## src/rtl/led7seg_bus_reader_if.sv

```systemverilog
// Change-event stream from the 7-segment bus reader to its consumer.
// The master drives the payload and valid, and the slave drives ready.
interface led7seg_bus_reader_if;
  logic       upd_valid;
  logic       upd_ready;
  logic [2:0] upd_idx;
  logic [3:0] upd_nibble;
  logic       upd_dp;

  modport master (
    output upd_valid,
    output upd_idx,
    output upd_nibble,
    output upd_dp,
    input  upd_ready
  );

  modport slave (
    input  upd_valid,
    input  upd_idx,
    input  upd_nibble,
    input  upd_dp,
    output upd_ready
  );
endinterface

```

## src/rtl/led7seg_bus_reader.sv

```systemverilog
// Receiving end of a multiplexed 7-segment bus. It synchronises the bus and waits for a stable
// pattern. It then decodes each digit to hex and emits change events. Define
// LED7SEG_READER_ACTIVE_LOW_EN for a common-anode (0 = lit/selected) bus.
module led7seg_bus_reader #(
  parameter int unsigned DIGITS        = 4,
  parameter int unsigned STABLE_CYCLES = 4
) (
  input  logic                   clk,
  input  logic                   rst_n,
  input  logic [7:0]             seg_in,
  input  logic [DIGITS-1:0]      dig_sel,
  output logic [4*DIGITS-1:0]    digits_out,
  output logic [DIGITS-1:0]      dp_out,
  output logic [DIGITS-1:0]      valid_out,
  led7seg_bus_reader_if.master   upd,
  output logic                   err_invalid,
  output logic                   upd_ovf,
  input  logic                   err_clr
);

  localparam int unsigned SW   = DIGITS + 8;
  localparam int unsigned CntW = $clog2(STABLE_CYCLES + 1);

  typedef enum logic [1:0] {StIdle, StSettle, StHeld} state_e;

  logic [SW-1:0]     sync1_q, sync2_q, s, prev_q;
  state_e            state_q;
  logic [CntW-1:0]   cnt_q;
  logic [7:0]        seg_s;
  logic [DIGITS-1:0] sel_s;
  logic              changed, capture, sel_ok, dec_match, dec_blank, new_event, busy;
  logic [3:0]        dec_nib, cur_nib;
  logic              cur_dp, cur_valid;
  logic [2:0]        sel_idx;

`ifdef LED7SEG_READER_ACTIVE_LOW_EN
  // Resetting the flops to all-ones makes the inverted view read as an idle bus.
  localparam logic [SW-1:0] SyncRst = '1;
  assign s = ~sync2_q;
`else
  localparam logic [SW-1:0] SyncRst = '0;
  assign s = sync2_q;
`endif

  always_ff @(posedge clk or negedge rst_n) begin
    if (!rst_n) begin
      sync1_q <= SyncRst;
      sync2_q <= SyncRst;
    end else begin
      sync1_q <= {dig_sel, seg_in};
      sync2_q <= sync1_q;
    end
  end

  assign seg_s     = s[7:0];
  assign sel_s     = s[SW-1:8];
  assign changed   = (s != prev_q);
  assign capture   = (state_q == StSettle) && !changed && (cnt_q == CntW'(STABLE_CYCLES - 1));
  assign sel_ok    = $onehot(sel_s);
  assign dec_blank = (seg_s[7:1] == 7'h00);
  assign busy      = upd.upd_valid && !upd.upd_ready;
  assign new_event = capture && sel_ok && dec_match &&
                     (!cur_valid || (cur_nib != dec_nib) || (cur_dp != seg_s[0]));

  always_comb begin
    dec_match = 1'b1;
    dec_nib   = 4'h0;
    case (seg_s[7:1])
      7'h7E:   dec_nib = 4'h0;
      7'h30:   dec_nib = 4'h1;
      7'h6D:   dec_nib = 4'h2;
      7'h79:   dec_nib = 4'h3;
      7'h33:   dec_nib = 4'h4;
      7'h5B:   dec_nib = 4'h5;
      7'h5F:   dec_nib = 4'h6;
      7'h72:   dec_nib = 4'h7;
      7'h7F:   dec_nib = 4'h8;
      7'h7B:   dec_nib = 4'h9;
      7'h77:   dec_nib = 4'hA;
      7'h1F:   dec_nib = 4'hB;
      7'h0D:   dec_nib = 4'hC;
      7'h3D:   dec_nib = 4'hD;
      7'h4F:   dec_nib = 4'hE;
      7'h47:   dec_nib = 4'hF;
      default: dec_match = 1'b0;
    endcase
    sel_idx   = '0;
    cur_nib   = '0;
    cur_dp    = 1'b0;
    cur_valid = 1'b0;
    for (int i = 0; i < DIGITS; i++) begin
      if (sel_s[i]) begin
        sel_idx   = 3'(i);
        cur_nib   = digits_out[4*i +: 4];
        cur_dp    = dp_out[i];
        cur_valid = valid_out[i];
      end
    end
  end

  always_ff @(posedge clk or negedge rst_n) begin
    if (!rst_n) begin
      state_q        <= StIdle;
      cnt_q          <= '0;
      prev_q         <= '0;
      digits_out     <= '0;
      dp_out         <= '0;
      valid_out      <= '0;
      upd.upd_valid  <= 1'b0;
      upd.upd_idx    <= '0;
      upd.upd_nibble <= '0;
      upd.upd_dp     <= 1'b0;
      err_invalid    <= 1'b0;
      upd_ovf        <= 1'b0;
    end else begin
      prev_q <= s;
      case (state_q)
        StIdle: begin
          if (changed) begin
            state_q <= StSettle;
            cnt_q   <= '0;
          end
        end
        StSettle: begin
          if (changed) begin
            cnt_q <= '0;
          end else if (capture) begin
            state_q <= StHeld;
          end else begin
            cnt_q <= cnt_q + CntW'(1);
          end
        end
        StHeld: begin
          if (changed) begin
            state_q <= StSettle;
            cnt_q   <= '0;
          end
        end
        default: state_q <= StIdle;
      endcase

      // Zero or multi-hot select still closes the window, but it leaves the digits untouched.
      if (capture && sel_ok) begin
        for (int i = 0; i < DIGITS; i++) begin
          if (sel_s[i]) begin
            if (dec_match) begin
              digits_out[4*i +: 4] <= dec_nib;
              dp_out[i]            <= seg_s[0];
              valid_out[i]         <= 1'b1;
            end else begin
              valid_out[i] <= 1'b0;
            end
          end
        end
      end

      if (err_clr) begin
        err_invalid <= 1'b0;
        upd_ovf     <= 1'b0;
      end
      if (capture && sel_ok && !dec_match && !dec_blank) begin
        err_invalid <= 1'b1;
      end

      if (new_event && busy) begin
        upd_ovf <= 1'b1;
      end else if (new_event) begin
        upd.upd_valid  <= 1'b1;
        upd.upd_idx    <= sel_idx;
        upd.upd_nibble <= dec_nib;
        upd.upd_dp     <= seg_s[0];
      end else if (upd.upd_valid && upd.upd_ready) begin
        upd.upd_valid <= 1'b0;
      end
    end
  end

endmodule

```

## src/flat_wrapper.sv

```systemverilog
// flat-port wrapper written by rule: the top's interface ports become plain ports
module led7seg_bus_reader_flat 
#(
  parameter int unsigned DIGITS        = 4,
  parameter int unsigned STABLE_CYCLES = 4
)
  (clk, rst_n, seg_in, dig_sel, digits_out, dp_out, valid_out, err_invalid, upd_ovf, err_clr, upd_upd_valid, upd_upd_idx, upd_upd_nibble, upd_upd_dp, upd_upd_ready);
  led7seg_bus_reader_if upd_i ();
  input  logic clk;
  input  logic rst_n;
  input  logic [7:0] seg_in;
  input  logic [DIGITS-1:0] dig_sel;
  output logic [4*DIGITS-1:0] digits_out;
  output logic [DIGITS-1:0] dp_out;
  output logic [DIGITS-1:0] valid_out;
  output logic err_invalid;
  output logic upd_ovf;
  input  logic err_clr;
  output wire logic [$bits(upd_i.upd_valid)-1:0] upd_upd_valid;
  output wire logic [$bits(upd_i.upd_idx)-1:0] upd_upd_idx;
  output wire logic [$bits(upd_i.upd_nibble)-1:0] upd_upd_nibble;
  output wire logic [$bits(upd_i.upd_dp)-1:0] upd_upd_dp;
  input wire logic [$bits(upd_i.upd_ready)-1:0] upd_upd_ready;
  assign upd_upd_valid = upd_i.upd_valid;
  assign upd_upd_idx = upd_i.upd_idx;
  assign upd_upd_nibble = upd_i.upd_nibble;
  assign upd_upd_dp = upd_i.upd_dp;
  assign upd_i.upd_ready = upd_upd_ready;
  led7seg_bus_reader #(.DIGITS(DIGITS), .STABLE_CYCLES(STABLE_CYCLES)) u_core (.clk(clk), .rst_n(rst_n), .seg_in(seg_in), .dig_sel(dig_sel), .digits_out(digits_out), .dp_out(dp_out), .valid_out(valid_out), .upd(upd_i), .err_invalid(err_invalid), .upd_ovf(upd_ovf), .err_clr(err_clr));
endmodule
```

## config.mk

```make
export PLATFORM = sky130hd
export DESIGN_NAME = led7seg_bus_reader_flat
export DESIGN_NICKNAME = d
export VERILOG_FILES = /design/src/rtl/led7seg_bus_reader_if.sv /design/src/rtl/led7seg_bus_reader.sv /design/src/flat_wrapper.sv
export SDC_FILE = /design/constraint.sdc
export NUM_CORES = 1
export LEC_CHECK = 0
export ABC_CLOCK_PERIOD_IN_PS = 8900
export CORE_MARGIN = 3
export CORE_UTILIZATION = 50
export CTS_CLUSTER_DIAMETER = 120
export CTS_CLUSTER_SIZE = 30
export DETAILED_ROUTE_END_ITERATION = 6
export GPL_TIMING_DRIVEN = 1
export PLACE_DENSITY_LB_ADDON = 0.05
export SLEW_MARGIN = 15
export SYNTH_ARGS = -nofsm -noshare
export SYNTH_HDL_FRONTEND = slang
export SYNTH_SLANG_ARGS = --single-unit
```

## constraint.sdc

```tcl
create_clock -name clk -period 8.9 [get_ports clk]
set_input_delay 1.78 -clock clk [delete_from_list [all_inputs] [get_ports clk]]
set_output_delay 1.78 -clock clk [all_outputs]
set_load 0.01 [all_outputs]
```

# [Yosys cells after proc, flatten, opt, wreduce, memory -nomap -nowiden]
# Index checks and enable logic that the tools add are counted.
[word_totals] memories=0 mem_bits_ro=0 latchBits=0 in_bits=16 ff_bits=76 out_inout_bits=35 word_cells=123 ram_bits=0
[op_classes] n_mul=0 n_mux=31 n_shift=0 reduce_logical=37 n_addsub=4 bitwise_logic=1 n_lt_le_gt_ge=0 n_div=0 eq_ne=27
[ops] cell="$eq A7 B7 Y1 const B" count=11
[ops] cell="$pmux W4 S15" count=1
[ops] cell="$eq A7 B6 Y1 const B" count=3
[ops] cell="$reduce_and A3 Y1" count=6
[ops] cell="$mux W1" count=16
[ops] cell="$mux W4" count=4
[ops] cell="$reduce_or A16 Y1" count=1
[ops] cell="$ne A12 B12 Y1" count=1
[ops] cell="$reduce_and A2 Y1" count=6
[ops] cell="$logic_and A1 B1 Y1" count=10
[ops] cell="$mux W2" count=5
[ops] cell="$mux W3" count=3
[ops] cell="$reduce_bool A2 Y1" count=4
[ops] cell="$eq A7 B4 Y1 const B" count=1
[ops] cell="$eq A7 B5 Y1 const B" count=1
[ops] cell="$logic_not A7 Y1" count=1
[ops] cell="$pmux W3 S2" count=1
[ops] cell="$logic_not A1 Y1" count=5
[ops] cell="$add A1 B1 Y2" count=2
[ops] cell="$ne A2 B1 Y1 const B" count=2
[ops] cell="$ne A4 B4 Y1" count=1
[ops] cell="$pmux W2 S2" count=1
[ops] cell="$add A3 B1 Y3 const B" count=1
[ops] cell="$add A3 B3 Y3" count=1
[ops] cell="other kinds (11)" count=12

# [Longest topological paths before layout]
# Gate-level depths: netlist of run 1.
[depth] word_depth=11 mapped_depth=12 depth_no_buf=10

# [Least setup slack after synthesis of run 1]
# Ideal clock, no wire load.
[synth_path] path_type="register -> register" start="register u_core.sync2_q[11] (netlist: u_core.s[11])" end="register u_core.upd.upd_dp" setup_slack_ns=6.062 path_buffers=2 stages_incl_launch_ff=13 arrival_time_ns=2.713 setup_ns=0.125 required_time_ns=8.775 cell_sequence="dfrtp_1 buf_2 inv_1 ha_1 ha_1 fa_1 nor3_1 nand2_1 nor3_4 and2_1 buf_4 o311ai_4 mux2_2"
[synth_between] elab_chain_len=10
[synth_lines] item="from (decl)" line_no="led7seg_bus_reader.sv:26" text="logic [SW-1:0] sync1_q, sync2_q, s, prev_q;"
[synth_lines] item="from (signal assigned)" line_no="led7seg_bus_reader.sv:48" text="sync2_q <= SyncRst;"
[synth_lines] item="from (signal assigned)" line_no="led7seg_bus_reader.sv:51" text="sync2_q <= sync1_q;"
[synth_lines] item="parallel branches: the longest is 6 deep, another holds $add A3 B3 Y3"
[synth_lines] item="$logic_and A1 B1 Y1 (*)" line_no="led7seg_bus_reader.sv:62" text="assign new_event = capture && sel_ok && dec_match &&"
[synth_lines] item="$logic_and A1 B1 Y1" line_no="led7seg_bus_reader.sv:165" text="if (new_event && busy) begin"
[synth_lines] item="$not A1 Y1 (no line)"
[synth_lines] item="$reduce_and A2 Y1 (no line) (*)"
[synth_lines] item="to (signal assigned)" line_no="led7seg_bus_reader.sv:171" text="upd.upd_dp <= seg_s[0];"
[synth_lines] item="to (decl)" line_no="led7seg_bus_reader_if.sv:14" text="output upd_dp,"
# Every way passes the cells marked *.
# A chain may end at the register's enable or synchronous reset.

# [Final worst setup path of run 1]
[layout_path] start="register u_core.sync2_q[10] (netlist: u_core.s[10])" end="register u_core.digits_out[5]"
[layout_between] elab_chain_len=6
[layout_lines] item="parallel branches: the longest is 4 deep, another holds $add A3 B3 Y3"
[layout_lines] item="$logic_and A1 B1 Y1 (*)" line_no="led7seg_bus_reader.sv:143" text="if (capture && sel_ok) begin"
[layout_lines] item="$reduce_and A3 Y1 (no line) (*)"
[layout_lines] item="to (signal, indexed assignment)" line_no="led7seg_bus_reader.sv:147" text="digits_out[4*i +: 4] <= dec_nib;"
[layout_lines] item="to (decl)" line_no="led7seg_bus_reader.sv:12" text="output logic [4*DIGITS-1:0] digits_out,"
# Marked as above.

==> results.cfg, run 1 <==
[timing]
final.setup.tns_ns = 0
drv_slew = 0
max_freq_mhz = 301
finalCritPeriodShare_pct = 37.3
final.min_clock_period_ns = 3.32
tightestPinTransition_ns = 0.911
setup_viol = 0
hold_violations = 0
max-slew-margin-rel_pct = 39.3
rsz0062_at_grt = no
hold_slack_ns = 0.352
skew_ns = 0.0104

[die]
core-area_sq_um = 6390
die_x_um = 87.5
initial_core_util_pct = 52.0
rows = 29
ios = 51
dieArea_sq_um = 7650
fp.dieH_um = 87.5

[clocking]
cts_setup_buffers = 0
clk_latency_ns = 0.35
cts_hold_buffers = 0
clk_pin_slew_worst_paths_ns = 0.08
cts_tree = yes
cts_made_buffers = 9
cts_root_buf = clkbuf_8
cts_resized = 0
cts_buffer_depth = 2
clock-sinks = 75
htreeDepth = 3

[routing]
wl_mm = 6.78
drt-wirelength-per-cell_um = 17.4
first_iter_violations = 195
viasPerCell = 5.58
drcViolationCount = 0
vias = 2181
drtPass1Iterations = 4
ant_nets = 0

[yosys]
synth.avg_cell_area_sq_um = 12.7
synth_area_sq_um = 3320
synth_seq_cells = 75
netlist.area_leader.share_pct = 56.5
syn_inst = 262
ys_seq_area_share_pct = 56.5
async_flop_share_pct = 100
synth_edf_count = 0
ys_warn_count = 0
yosysUniqueCellTypes = 54
synth_nets = 285
synth.area.top_cells = dfrtp_1 (57%), mux2_2 (10%), xor2_1 (4.2%)
synth_top_flop_cell = dfrtp_1
synth_top_area_cell = dfrtp_1

[finish]
final_cell_mix = dfrtp_1 (75), clkdlybuf4s50_1 (48), mux2_2 (30)
n_antenna_cell = 0
nFillCells = 525
nets = 332
mostFrequentLayoutCell = dfrtp_1
layoutNonFillerInstCount = 391
layout-drive-gt1-share_pct = 17.5
syn2layout_area_growth_pct = 21.3
final_core_util_pct = 63.1

[placement]
numPortBuffers = 49
place_inst = 375
dp_hpwl_mm = 4.68
gp_congestion = 0.866

[power_and_ir_drop]
powerDensity_nw_per_um2 = 166
leakagePower_nw = 1.80
ir_worst_vdd_uv = 127

[critical_path]
rrSetupSlack_ns = 5.58
worstSetupStartpointType = flip-flop
cp.arrival_ns = 3.55
critPathKind = flip-flop to flip-flop
cp_slowest_cell = dfrtp_1
cpPeakStageDelay_ns = 0.58
cp_data_required_time_ns = 9.13
worstPathCellList = inv_1 > ha_1 > ha_1 > fa_1 > nor3_1 > nand2_1 > nor3_4 > and2_1 > nand2_2 > mux2_2
critical-path-top-delay-family = simple AND/OR/NAND/NOR gates
path_common_cell = ha_1
end_kind = flip-flop
cp_num_buf_inv = 1
worst-path-max-fanout = 11

[global_routing]
track_usage_pct = 19.8
grt_pass1_wl_mm = 11.3
grt-ovfl-total = 0
antenna_found_initial = 0
grt_max_degree = 76
grt_pass1_vias = 2141

[hold_path]
hold_path_class = flip-flop to flip-flop

[status]
status = completed

[run]
maxCapViolCount = 0
report_power, final:
part,total (mW),internal [mW],switching (mW)
Combinational,0.0382,0.0176,0.0207
Clock,0.270,0.139,0.131
Sequential,0.361,0.349,0.0124
state kept, by name, summed over array words and instances, names as in the netlist, 2 cells and up:
| register | count |
|---|---|
| u_core.cnt_q | 3 |
| u_core.digits_out | 16 |
| u_core.dp_out | 4 |
| u_core.prev_q | 12 |
| u_core.s | 12 |
| u_core.state_q | 2 |
| u_core.sync1_q | 12 |
| u_core.upd.upd_idx | 2 |
| u_core.upd.upd_nibble | 4 |
| u_core.valid_out | 4 |
layout make-up:
type / instances / area, sq um / area share, %
inverters: 7 / 26.3 / 0.652
flip-flops and latches: 75 / 1880 / 46.6
clock inverters: 6 / 71.3 / 1.77
clock buffers: 10 / 138 / 3.42
well taps: 77 / 96.3 / 2.39
repair buffers: 49 / 488 / 12.1
multi-input cells: 167 / 1330 / 33.1
logic make-up (layout without fill, tap and decap cells):
logic type | after synthesis | in the layout | share of synthesized area, %
DFF | 75 | 75 | 56.5
other | 1 | 1 | 0.113
adders and majority gates | 7 | 7 | 2.86
buffers and inverters | 20 | 72 | 3.35
xor gates and xnor gates | 21 | 21 | 5.54
AOI/OAI and AO/OA | 37 | 37 | 8.67
and+or+nand+nor | 68 | 68 | 11.8
muxes | 33 | 33 | 11.1
metrics by stage:
stage          power, mW  setup WS (ns)  area, sq um
6_report           0.669           5.58         4030
5_1_grt            0.698           5.37         4030
4_1_cts            0.674           5.57         4030
3_5_place_dp       0.406           5.59         3820
3_3_place_gp       0.406           5.71         3820
2_1_floorplan      0.388           6.06         3320
cells in the mapped netlist (all sizes together) (3+ instances only):
master	count
nand3b	3
o22ai	4
mux2	30
dfrtp	75
nand3	3
nor4	3
and3	3
mux2i	3
nor2	7
a21oi	6
nand2	21
xor2	16
inv	7
nor3b	3
ha	6
buf	12
nor4bb	3
xnor2	5
nor2b	6
a22oi	3
o21ai	4
nor3	5
path summary, 6_finish.rpt:
path,start,end,depth (start not counted)
worst max-delay path,u_core.s[10],u_core.digits_out[5],10
worst min-delay path,u_core.sync1_q[0],u_core.s[0],0
worst max register to register,u_core.s[10],u_core.digits_out[5],10
worst min register to register,u_core.sync1_q[0],u_core.s[0],0
max in group asynchronous,rst_n,u_core.err_invalid,1
min in group asynchronous,rst_n,u_core.s[3],1
per-layer routing:
layer / part of all wire, % / global-route usage (%)
met3: 4.3 / 3.97
met4: 1.9 / 8.65
met2: 44 / 26.8
met5: 0 / 0
met1: 49 / 30.6
(Power assumes the default switching activity.)
==> inputs of run 2 (changes only) <==
- ABC_CLOCK_PERIOD_IN_PS: 8900 -> 3300
- clock period: 8.9 -> 3.3 ns (I/O delays scaled with it)
==> run 2 against run 1 <==
Clock skew about the same. First-iteration DRC count down 34%. Count of clock-buffer cells in the layout is 1 lower. Combinational power increased to 3.1 times the previous value. Global-route usage hardly changed. Fmax increased by 12%. Critical endpoint is now u_core.upd.upd_nibble[2].
==> results.cfg, run 2 (synthesis results as in run 1) <==
[critical_path]
worst-path-max-fanout = 7
ff2ff_path_depth = 9
critPathKind = flip-flop to flip-flop
end_kind = flip-flop
worstSetupStartpointType = flip-flop
cp.arrival_ns = 3.20
cp_data_required_time_ns = 3.53

[placement]
gp_congestion = 0.787
numPortBuffers = 49
dp_hpwl_mm = 4.80
place_inst = 384
pre_cts_slack_ns = 0.321
postPlaceCellArea_sq_um = 3890

[timing]
final.min_clock_period_ns = 2.97
max-slew-margin-rel_pct = 39.5
max_freq_mhz = 337
setup_viol = 0
drv_slew = 0
skew_ns = 0.0108
tightestPinTransition_ns = 0.908
hold_violations = 0
fin_ws_ns = 0.329
finalCritPeriodShare_pct = 90.0
rsz0062_at_grt = no
final.setup.tns_ns = 0
hold_slack_ns = 0.344

[clocking]
cts_resized = 0
cts_tree = yes
clk_latency_ns = 0.35
htreeDepth = 3
cts_buffer_depth = 2
cts_setup_buffers = 0
cts_hold_buffers = 0
clock-sinks = 75
cts_root_buf = clkbuf_8
cts_made_buffers = 9
clk_pin_slew_worst_paths_ns = 0.08

[finish]
mostFrequentLayoutCell = dfrtp_1
nets = 341
largest_reg_flops = 16
syn2layout_area_growth_pct = 24.3
n_antenna_cell = 0
layoutNonFillerInstCount = 399
nFillCells = 506
final_cell_mix = dfrtp_1 (75), clkdlybuf4s50_1 (48), mux2_2 (30)
max_flop_register = u_core.digits_out
layout-drive-gt1-share_pct = 19.6
multi_input_area_sq_um = 1330
fin_area_sq_um = 4130
regArea_sq_um = 1880
final_core_util_pct = 64.6

[run]
maxCapViolCount = 0

[die]
ios = 51
rows = 29
dieArea_sq_um = 7650
die_x_um = 87.5
initial_core_util_pct = 52.0
core-area_sq_um = 6390
fp.dieH_um = 87.5

[power_and_ir_drop]
power_mw = 1.93
leakagePower_nw = 1.86
powerDensity_nw_per_um2 = 467
ir_worst_vdd_uv = 314

[routing]
wl_mm = 6.78
drt-wirelength-per-cell_um = 17.0
drcViolationCount = 0
ant_nets = 0
viasPerCell = 5.54
drtPass1Iterations = 6
vias = 2209
first_iter_violations = 128

[global_routing]
track_usage_pct = 19.8
antenna_found_initial = 0
grt-ovfl-total = 0
grt_pass1_vias = 2234
grt_pass1_wl_mm = 11.4
grt_max_degree = 76

[status]
status = completed

[hold_path]
hold_depth = 0
hold_path_class = flip-flop to flip-flop
## run 2: cell types whose count changed in the layout (fill, tap and decap cells not counted)
cell	before	now
clkbuf_8	10	9
clkinvlp_4	2	1
clkinv_4	1	2
inv_6	2	0
buf_4	1	10
bufinv_16	1	3
## run 2: report_power, final
part	switching, mW	internal, mW
clock network	0.341	0.500
logic	0.0665	0.0532
registers	0.0237	0.940
## run 2: path summary, 6_finish.rpt
kind | slack [ns] | end | startpoint
min reg2reg | 0.34 | u_core.s[2] | u_core.sync1_q[2]
min in group asynchronous | 0.43 | u_core.s[3] | rst_n
max in group asynchronous | 2.27 | u_core.digits_out[6] | rst_n
min | 0.34 | u_core.s[2] | u_core.sync1_q[2]
max | 0.33 | u_core.upd.upd_nibble[2] | u_core.s[8]
max reg2reg | 0.33 | u_core.upd.upd_nibble[2] | u_core.s[8]
## run 2: area by class of cell
| type | instances | area share, % |
|---|---|---|
| clock buffer | 9 | 3.00 |
| clock inverter | 6 | 2.79 |
| inverter | 7 | 0.637 |
| tap | 77 | 2.34 |
| sequential | 75 | 45.5 |
| multi-input combinational | 167 | 32.3 |
| timing repair buffer | 58 | 13.5 |
## run 2: per-layer routing
layer	track usage, %	up-vias	share of wire (%)
met5	0	-	0
met4	7.53	0	1.3
met3	4.82	9	4.8
met2	27.7	59	46
met1	29.8	1103	48
li1	-	1038	-
## run 2: critical path: stages, from the launching register on
cell and delay (ns):
dfrtp_1 0.47, ha_1 0.34, ha_1 0.21, fa_1 0.43, nor3_1 0.20, nand2_1 0.11, nor3_4 0.13, and2_1 0.38
o311ai_4 0.24, mux2_2 0.33
